[src/rtl/ctrl_pkg.sv]
// Shared definitions for the pipelined RV32I control unit: opcodes, control-word
// field positions, ASel encodings and the opcode decode table.
package ctrl_pkg;

  localparam int CTRL_W = 12;

  localparam logic [6:0] OP_R      = 7'b0110011;
  localparam logic [6:0] OP_I_ALU  = 7'b0010011;
  localparam logic [6:0] OP_LOAD   = 7'b0000011;
  localparam logic [6:0] OP_STORE  = 7'b0100011;
  localparam logic [6:0] OP_BRANCH = 7'b1100011;
  localparam logic [6:0] OP_JAL    = 7'b1101111;
  localparam logic [6:0] OP_JALR   = 7'b1100111;
  localparam logic [6:0] OP_LUI    = 7'b0110111;
  localparam logic [6:0] OP_AUIPC  = 7'b0010111;

  localparam int CB_JUMP_REG  = 11;
  localparam int CB_JUMP      = 10;
  localparam int CB_ASEL_LO   = 8;
  localparam int CB_ALU_SRC   = 7;
  localparam int CB_MEM_TO_REG = 6;
  localparam int CB_REG_WRITE = 5;
  localparam int CB_MEM_READ  = 4;
  localparam int CB_MEM_WRITE = 3;
  localparam int CB_BRANCH    = 2;
  localparam int CB_ALU_OP_LO = 0;

  localparam logic [1:0] ASEL_RS1  = 2'b00;
  localparam logic [1:0] ASEL_PC   = 2'b01;
  localparam logic [1:0] ASEL_ZERO = 2'b10;

  typedef struct packed {
    logic [11:0] word;
    logic        legal;
    logic        rs1_used;
    logic        rs2_used;
  } dec_t;

  // Word layout: {JumpReg, Jump, ASel[1:0], ALUSrc, MemtoReg, RegWrite,
  //               MemRead, MemWrite, Branch, ALUOp[1:0]}
  function automatic dec_t decode_op(input logic [6:0] op);
    dec_t d;
    d          = '0;
    d.legal    = 1'b1;
    d.rs1_used = 1'b1;
    case (op)
      OP_R:      begin d.word = {2'b00, ASEL_RS1,  8'b0010_0010}; d.rs2_used = 1'b1; end
      OP_I_ALU:        d.word = {2'b00, ASEL_RS1,  8'b1010_0011};
      OP_LOAD:         d.word = {2'b00, ASEL_RS1,  8'b1111_0000};
      OP_STORE:  begin d.word = {2'b00, ASEL_RS1,  8'b1000_1000}; d.rs2_used = 1'b1; end
      OP_BRANCH: begin d.word = {2'b00, ASEL_RS1,  8'b0000_0101}; d.rs2_used = 1'b1; end
      OP_JAL:    begin d.word = {2'b01, ASEL_RS1,  8'b0010_0000}; d.rs1_used = 1'b0; end
      OP_JALR:         d.word = {2'b11, ASEL_RS1,  8'b1010_0000};
      OP_LUI:    begin d.word = {2'b00, ASEL_ZERO, 8'b1010_0000}; d.rs1_used = 1'b0; end
      OP_AUIPC:  begin d.word = {2'b00, ASEL_PC,   8'b1010_0000}; d.rs1_used = 1'b0; end
      default:   begin d.legal = 1'b0; d.rs1_used = 1'b0; end
    endcase
    return d;
  endfunction

endpackage

[src/rtl/ctrl_decode.sv]
// Combinational ID-stage decode: control word, illegal-opcode flag and
// source-register usage for the hazard detector.
module ctrl_decode #(
  parameter int CTRL_W         = 12,
  parameter bit ILLEGAL_BUBBLE = 1'b1
) (
  input  logic [6:0]        id_opcode_i,
  input  logic              id_valid_i,
  output logic [CTRL_W-1:0] id_ctrl_o,
  output logic              id_illegal_o,
  output logic              rs1_used_o,
  output logic              rs2_used_o
);
  import ctrl_pkg::*;

  dec_t dec;

  always_comb begin
    dec          = decode_op(id_opcode_i);
    id_ctrl_o    = '0;
    id_illegal_o = 1'b0;
    rs1_used_o   = 1'b0;
    rs2_used_o   = 1'b0;
    if (id_valid_i) begin
      id_illegal_o = ~dec.legal;
      rs1_used_o   = dec.rs1_used;
      rs2_used_o   = dec.rs2_used;
      if (dec.legal)
        id_ctrl_o = CTRL_W'(dec.word);
      else if (!ILLEGAL_BUBBLE)
        id_ctrl_o = 'x;
    end
  end

endmodule

[src/rtl/ctrl_pipe_unit.sv]
// Pipelined control unit: ID decode, ID/EX-EX/MEM-MEM/WB control registers,
// load-use / flush / freeze hazard control and saturating perf counters.
module ctrl_pipe_unit #(
  parameter int CTRL_W         = 12,
  parameter int REG_AW         = 5,
  parameter int CNT_W          = 16,
  parameter bit ILLEGAL_BUBBLE = 1'b1
) (
  input  logic              clk,
  input  logic              rst_n,
  input  logic [31:0]       id_instr_i,
  input  logic              id_valid_i,
  input  logic              ex_branch_taken_i,
  input  logic              ext_stall_i,
  output logic              pc_write_o,
  output logic              ifid_write_o,
  output logic              if_flush_o,
  output logic [CTRL_W-1:0] id_ctrl_o,
  output logic              id_illegal_o,
  output logic [CTRL_W-1:0] ex_ctrl_o,
  output logic [CTRL_W-1:0] mem_ctrl_o,
  output logic [CTRL_W-1:0] wb_ctrl_o,
  output logic [REG_AW-1:0] ex_rd_o,
  output logic [REG_AW-1:0] mem_rd_o,
  output logic [REG_AW-1:0] wb_rd_o,
  output logic [CNT_W-1:0]  stall_cnt_o,
  output logic [CNT_W-1:0]  flush_cnt_o,
  output logic [CNT_W-1:0]  illegal_cnt_o
);
  import ctrl_pkg::*;

  logic              rs1_used, rs2_used;
  logic [REG_AW-1:0] id_rd, id_rs1, id_rs2;
  logic              flush, load_use, bubble;
  logic              unused_instr_bits;

  assign id_rd             = REG_AW'(id_instr_i[11:7]);
  assign id_rs1            = REG_AW'(id_instr_i[19:15]);
  assign id_rs2            = REG_AW'(id_instr_i[24:20]);
  assign unused_instr_bits = ^{id_instr_i[31:25], id_instr_i[14:12]};

  ctrl_decode #(
    .CTRL_W         (CTRL_W),
    .ILLEGAL_BUBBLE (ILLEGAL_BUBBLE)
  ) u_decode (
    .id_opcode_i  (id_instr_i[6:0]),
    .id_valid_i   (id_valid_i),
    .id_ctrl_o    (id_ctrl_o),
    .id_illegal_o (id_illegal_o),
    .rs1_used_o   (rs1_used),
    .rs2_used_o   (rs2_used)
  );

  assign flush    = ex_branch_taken_i;
  assign load_use = ex_ctrl_o[CB_MEM_READ] & (ex_rd_o != '0) & id_valid_i &
                    ((rs1_used & (id_rs1 == ex_rd_o)) | (rs2_used & (id_rs2 == ex_rd_o)));
  // Load-use only takes effect when neither a flush nor a freeze overrides it.
  assign bubble   = load_use & ~flush & ~ext_stall_i;

  always_comb begin
    pc_write_o   = 1'b1;
    ifid_write_o = 1'b1;
    if_flush_o   = 1'b0;
    if (rst_n) begin
      if (flush) begin
        if_flush_o = 1'b1;
      end else if (ext_stall_i || bubble) begin
        pc_write_o   = 1'b0;
        ifid_write_o = 1'b0;
      end
    end
  end

  // A flush wins over a freeze so the taken branch still advances into EX/MEM.
  always_ff @(posedge clk or negedge rst_n) begin
    if (!rst_n) begin
      ex_ctrl_o  <= '0;
      mem_ctrl_o <= '0;
      wb_ctrl_o  <= '0;
      ex_rd_o    <= '0;
      mem_rd_o   <= '0;
      wb_rd_o    <= '0;
    end else if (flush || !ext_stall_i) begin
      ex_ctrl_o  <= (flush || bubble) ? '0 : id_ctrl_o;
      ex_rd_o    <= (flush || bubble) ? '0 : id_rd;
      mem_ctrl_o <= ex_ctrl_o;
      mem_rd_o   <= ex_rd_o;
      wb_ctrl_o  <= mem_ctrl_o;
      wb_rd_o    <= mem_rd_o;
    end
  end

  always_ff @(posedge clk or negedge rst_n) begin
    if (!rst_n) begin
      stall_cnt_o   <= '0;
      flush_cnt_o   <= '0;
      illegal_cnt_o <= '0;
    end else begin
      if (bubble && stall_cnt_o != '1)
        stall_cnt_o <= stall_cnt_o + CNT_W'(1);
      if (flush && flush_cnt_o != '1)
        flush_cnt_o <= flush_cnt_o + CNT_W'(1);
      if (id_illegal_o && !flush && !ext_stall_i && !bubble && illegal_cnt_o != '1)
        illegal_cnt_o <= illegal_cnt_o + CNT_W'(1);
    end
  end

endmodule
[config.mk]
export PLATFORM = sky130hd
export DESIGN_NAME = ctrl_pipe_unit
export DESIGN_NICKNAME = d
export VERILOG_FILES = /design/src/rtl/ctrl_pkg.sv /design/src/rtl/ctrl_decode.sv /design/src/rtl/ctrl_pipe_unit.sv
export SDC_FILE = /design/constraint.sdc
export NUM_CORES = 1
export LEC_CHECK = 0
export BUFFER_PORTS_ARGS = -buffer_cell sky130_fd_sc_hd__clkbuf_2
export CORE_MARGIN = 1
export CORE_UTILIZATION = 55
export DETAILED_ROUTE_END_ITERATION = 7
export GPL_TIMING_DRIVEN = 0
export PLACE_DENSITY_LB_ADDON = 0.12
export SYNTH_ARGS = -nofsm -noshare
export SYNTH_HDL_FRONTEND = slang
export SYNTH_HIERARCHICAL = 1
export SYNTH_SLANG_ARGS = --single-unit
[constraint.sdc]
create_clock -name clk -period 5.6 [get_ports clk]
set_clock_uncertainty 0.05 [all_clocks]
set_input_delay 0 -clock clk [delete_from_list [all_inputs] [get_ports clk]]
set_output_delay 0 -clock clk [all_outputs]
set_load 0.01 [all_outputs]
; ---- Word level (Yosys, flattened, before mapping)
; Cells that the tools add are included.
[classes]
reduce_logical = 16
n_bitwise = 11
eq_ne = 14
n_mux = 16
add_sub_neg = 3
[ops]
columns = cell, n
row1 = 12-bit case mux with 9 select lines, 1
row2 = 16-bit by 1-bit adder with 16-bit output (second input constant), 3
row3 = 16-bit != test (second input constant), 3
row4 = 12-bit two-way mux, 3
row5 = 7-bit by 6-bit == test with 1-bit output (second input constant), 3
row6 = 7-bit == test (second input constant), 3
row7 = 7-bit by 5-bit == test with 1-bit output (second input constant), 2
row8 = 1-bit two-way mux, 11
row9 = 5-bit == test, 2
row10 = 9-bit OR reduction, 1
row11 = 1-bit AND, 7
row12 = 7-bit by 2-bit == test with 1-bit output (second input constant), 1
row13 = 1-bit logical AND, 6
row14 = 6-bit OR reduction, 1
row15 = 5-bit two-way mux, 1
row16 = 5-bit nonzero test, 1
row17 = 1-bit zero test, 3
row18 = 1-bit logical OR, 3
row19 = 1-bit NOT, 3
row20 = 3-bit OR reduction, 1
row21 = 1-bit bitwise OR, 1
[totals]
reg_bits = 99
wordCells = 69
input_bits = 37
output_inout_bits = 115

; ---- Depth between registers and ports, before layout
[depth]
word_depth = 13
depth_mapped = 11
mapped_depth_nobuf = 8

; ---- Hierarchy
; Netlist, hierarchy kept.
[by_module_without_submodules]
columns = mod, instances, area_per_inst_um2, cells_per_inst, seq_area_each_um2
row1 = ctrl_pipe_unit, 1, 4302.9, 345, 2477.4
row2 = ctrl_decode, 1, 252.7, 36, 0.0

; ---- Worst setup path after synthesis
; OpenSTA, ideal clock, no wires.
[synth_timing]
path_kind = reg2reg
from = register illegal_cnt_o[0]
to = register illegal_cnt_o[14]
slack_ns = 3.154
path_buffers = 1
t_arrival_ns = 2.270
required_time_ns = 5.424
synth_period_minus_slack_ns = 2.446
path_stages_with_launch = 9
setup_ns = 0.126
cell_sequence = dfrtp_1 ha_1 and3_1 and2b_2 a41o_1 a2111oi_4 buf_6 nand4_2 xnor2_2
[synth_via]
elab_chain_len = 2
elab_cells_between_ends = 3
cone_classes = add/sub (1) / eq/ne (1) / reduce/logical (1)
[synth_rtl]
columns = item, line
row1 = from (decl), ctrl_pipe_unit.sv:28  ; output logic [CNT_W-1:0] illegal_cnt_o
row2 = from (signal assigned), ctrl_pipe_unit.sv:104  ; illegal_cnt_o <= illegal_cnt_o + CNT_W'(1);
row3 = "parallel branches: the longest is 2 deep, another holds 16-bit by 1-bit adder with 16-bit output", n/a
; Parallel ways; which one is timed is not known.
; A chain may end at the register's enable or synchronous reset.

; ---- Worst setup path after layout
; Ends and elaborated chain as after synthesis.

==> qor.csv <==
stage,metric,value,unit
route,drt-pass1-iter-count,4,
placement,dp_slack,2.90,ns
worst_setup_path,path_max_fanout,10,
worst_setup_path,endpoint_kind,flop,
synthesis,ys_seq_area_frac,0.544,
global_routing,grtUsageTotal,0.248,
route,drc,0,
hold_path,min_to,illegal_cnt_o[2],
clock_network,cts_tree,yes,
placement,detailedPlacementHpwl,7410,µm
synthesis,synthTopCellsByCount,"dfrtp_1 (99), xnor2_1 (37), mux2_2 (36), nand2_1 (23), nor2_1 (20)",
floorplanning,placementRows,32,
sta,max_freq,368,MHz
clock_network,cts_buffer_depth,2,
synthesis,synth.distinct_cells,55,
sta,maxSlewViolCount,0,
floorplanning,die_area,8650,µm²
sta,rsz0062_at_grt,false,
clock_network,insertion_delay,0.36,ns
worst_setup_path,rrSetupSlack,2.88,ns
synthesis,synth.largest_area_cell,dfrtp_1,
sta,finalCritPeriodShare,0.485,
finish,n_antenna_cell,0,
route,viasPerCell,5.40,
sta,fin_ws,2.88,ns
power,peakVddDrop,0.164,mV
worst_setup_path,reg2reg_depth,8,
global_routing,grt_pass1_wl,16500,µm
synthesis,yosys_warnings,6,
synthesis,synth_edf_count,0,
power,switching_share,0.296,
worst_setup_path,worstReg2RegEnd,illegal_cnt_o[14],
global_routing,first_global_vias,3355,
route,wl_per_cell,15.5,µm
sta,holdWs,0.0230,ns
route,num_vias,3491,
sta,min_period,2.72,ns
route,drtAntennaViolNets,0,
sta,finalHoldViolCount,0,
synthesis,synth.area.top_cells,"dfrtp_1 (54%), mux2_2 (8.9%), xnor2_1 (7.1%), a22o_1 (3.1%), xor2_1 (2.7%)",
power,p_sw,0.439,mW
worst_setup_path,path_class,flop to flop,
clock_network,cts_resized,0,
synthesis,synth.avg_cell_area,12.0,µm²
clock_network,clock_sinks,99,
worst_setup_path,required,5.79,ns
floorplanning,ios,152,
sta,max-slew-margin-rel,0.557,
finish,syn_to_final_growth,24.0,%
synthesis,synthesis.area,4560,µm²
clock_network,cts-hold-fix-buffers,7,
sta,tightest_slew,0.665,ns
floorplanning,core-area,7890,µm²
clock_network,post-cts-setup-buffers,0,
finish,final_cell_area,5650,µm²
worst_setup_path,cp.arrival,2.91,ns
job,cap_violations,0,
run_status,outcome,"complete, no violations",
clock_network,clk_pin_slew,0.10,ns
synthesis,synthCells,381,
finish,nFillCells,609,
sta,fin_tns_setup,0,ns
finish,fin_nets,579,
worst_setup_path,r2r_start,illegal_cnt_o[0],
placement,placed_area,5410,µm²
clock_network,clockRootBuffer,clkbuf_8,
placement,port_buffers,139,
hold_path,min_from,ext_stall_i,
global_routing,antenna_found_initial,0,
worst_setup_path,cp-start-kind,flop,
floorplanning,die_w,93.0,µm
route,drt-total-wl,9990,µm
hold_path,min_path_cells,4,
synthesis,yosysMostFrequentCell,dfrtp_1,
power,pwr-share-seq,0.564,
synthesis,synth_fp_nets,421,
global_routing,grt_max_degree,57,
floorplanning,die_h,93.0,µm
route,drt-initial-drc-count,85,
finish,fin_util,0.716,
clock_network,cts_made_buffers,9,
power,p_clk_frac,0.278,
placement,routabilityCongestion,0.857,
hold_path,min_path_type,input port to flop,
clock_network,htree_levels,3,
sta,finalSetupViolCount,0,
power,p_comb_frac,0.158,
power,power_density,262,nW/µm²
power,internal-power,1.04,mW
synthesis,async_flop_share,1.00,
floorplanning,start_util,0.578,
finish,drive_above_1_share,0.401,
synthesis,synth.top_cell.area_share,0.544,
synthesis,dominantRegCellSynth,dfrtp_1,
global_routing,overflow,0,
synthesis,ys_ff_latch,99,
power,p_leak,2.87,nW
## cell families (layout without fill, tap and decap cells)
family / Yosys count / count (layout) / synth area share
xor+xnor: 52 / 52 / 0.102
mux: 36 / 36 / 0.0890
compound gates: 38 / 38 / 0.0684
simple gates: 128 / 128 / 0.159
fa+ha+maj: 3 / 3 / 0.00824
flops: 99 / 99 / 0.544
buf+inv: 25 / 188 / 0.0299
## stage by stage
| step | total power, mW | std cells |
|---|---|---|
| floorplan | 0.967 | 381 |
| global placement | 1.07 | 622 |
| detailed placement | 1.08 | 623 |
| CTS | 1.49 | 646 |
| global route | 1.55 | 646 |
| finish | 1.48 | 646 |
## registers in the layout, summed over array words and instances (netlist names)
signal         count
ex_ctrl_o         12
illegal_cnt_o     16
ex_rd_o            5
wb_rd_o            5
wb_ctrl_o         12
stall_cnt_o       16
mem_ctrl_o        12
flush_cnt_o       16
mem_rd_o           5
## power groups by stage
| stage | logic (mW) | registers [mW] | clock network [mW] |
|---|---|---|---|
| floorplan | 0.105 | 0.862 | 0 |
| global placement | 0.223 | 0.849 | 0 |
| detailed placement | 0.233 | 0.850 | 0 |
| CTS | 0.238 | 0.837 | 0.419 |
| global route | 0.260 | 0.848 | 0.446 |
| finish | 0.234 | 0.836 | 0.411 |
## how the worst max path moves through the flow
stage                           startpoint                 to  slack (ns)  cells after the start
after global routing            ex_rd_o[1]         pc_write_o        2.65                      8
after CTS                 illegal_cnt_o[0]  illegal_cnt_o[14]        2.85                      8
after floorplan           illegal_cnt_o[0]  illegal_cnt_o[14]        3.15                      8
after detailed placement  illegal_cnt_o[0]  illegal_cnt_o[14]        2.90                      8
final                     illegal_cnt_o[0]  illegal_cnt_o[14]        2.88                      8
after global placement               rst_n         pc_write_o        2.67                      4
## worst max-delay path, cell delays in order, from the launching register on
cell and delay [ns]:
dfrtp_1 0.45, ha_1 0.24, and3_1 0.21, and2b_2 0.26
a41o_1 0.31, a2111oi_4 0.57, buf_6 0.23, nand4_2 0.13
xnor2_2 0.15
## per-layer routing
metal / vias to the layer above / GRT usage / share of wire
met5: - / 0 / 0
met3: 16 / 0.0407 / 0.038
li1: 1651 / - / -
met2: 92 / 0.406 / 0.49
met4: 0 / 0.0949 / 0.020
met1: 1732 / 0.333 / 0.45
## cells in the final DEF (no fill, tap or decap), types with 3 or more instances in the layout
cell / netlist / final
a21oi_1: 8 / 8
a22o_1: 16 / 16
and3_1: 4 / 4
buf_4: 3 / 3
clkbuf_1: 9 / 11
clkbuf_2: 0 / 138
clkbuf_8: 1 / 10
dfrtp_1: 99 / 99
dlygate4sd3_1: 0 / 7
ha_1: 3 / 3
inv_1: 8 / 8
mux2_2: 36 / 36
nand2_1: 23 / 23
nand3_1: 19 / 19
nand4_1: 14 / 14
nor2_1: 20 / 20
nor2b_1: 3 / 3
nor3_1: 13 / 13
nor3_2: 3 / 3
nor4_1: 4 / 4
xnor2_1: 37 / 37
xor2_1: 14 / 14
## final cells by class
cell class                 count  area, µm²  area share
multi-input combinational    257       1940       0.344
clock inverter                 5       38.8     0.00687
inverter                       9       36.3     0.00642
clock buffer                  11        131      0.0233
buffer                        16        100      0.0177
timing repair buffer         147        796       0.141
sequential                    99       2480       0.439
tap                          102        128      0.0226
(Power assumes the default switching activity.)
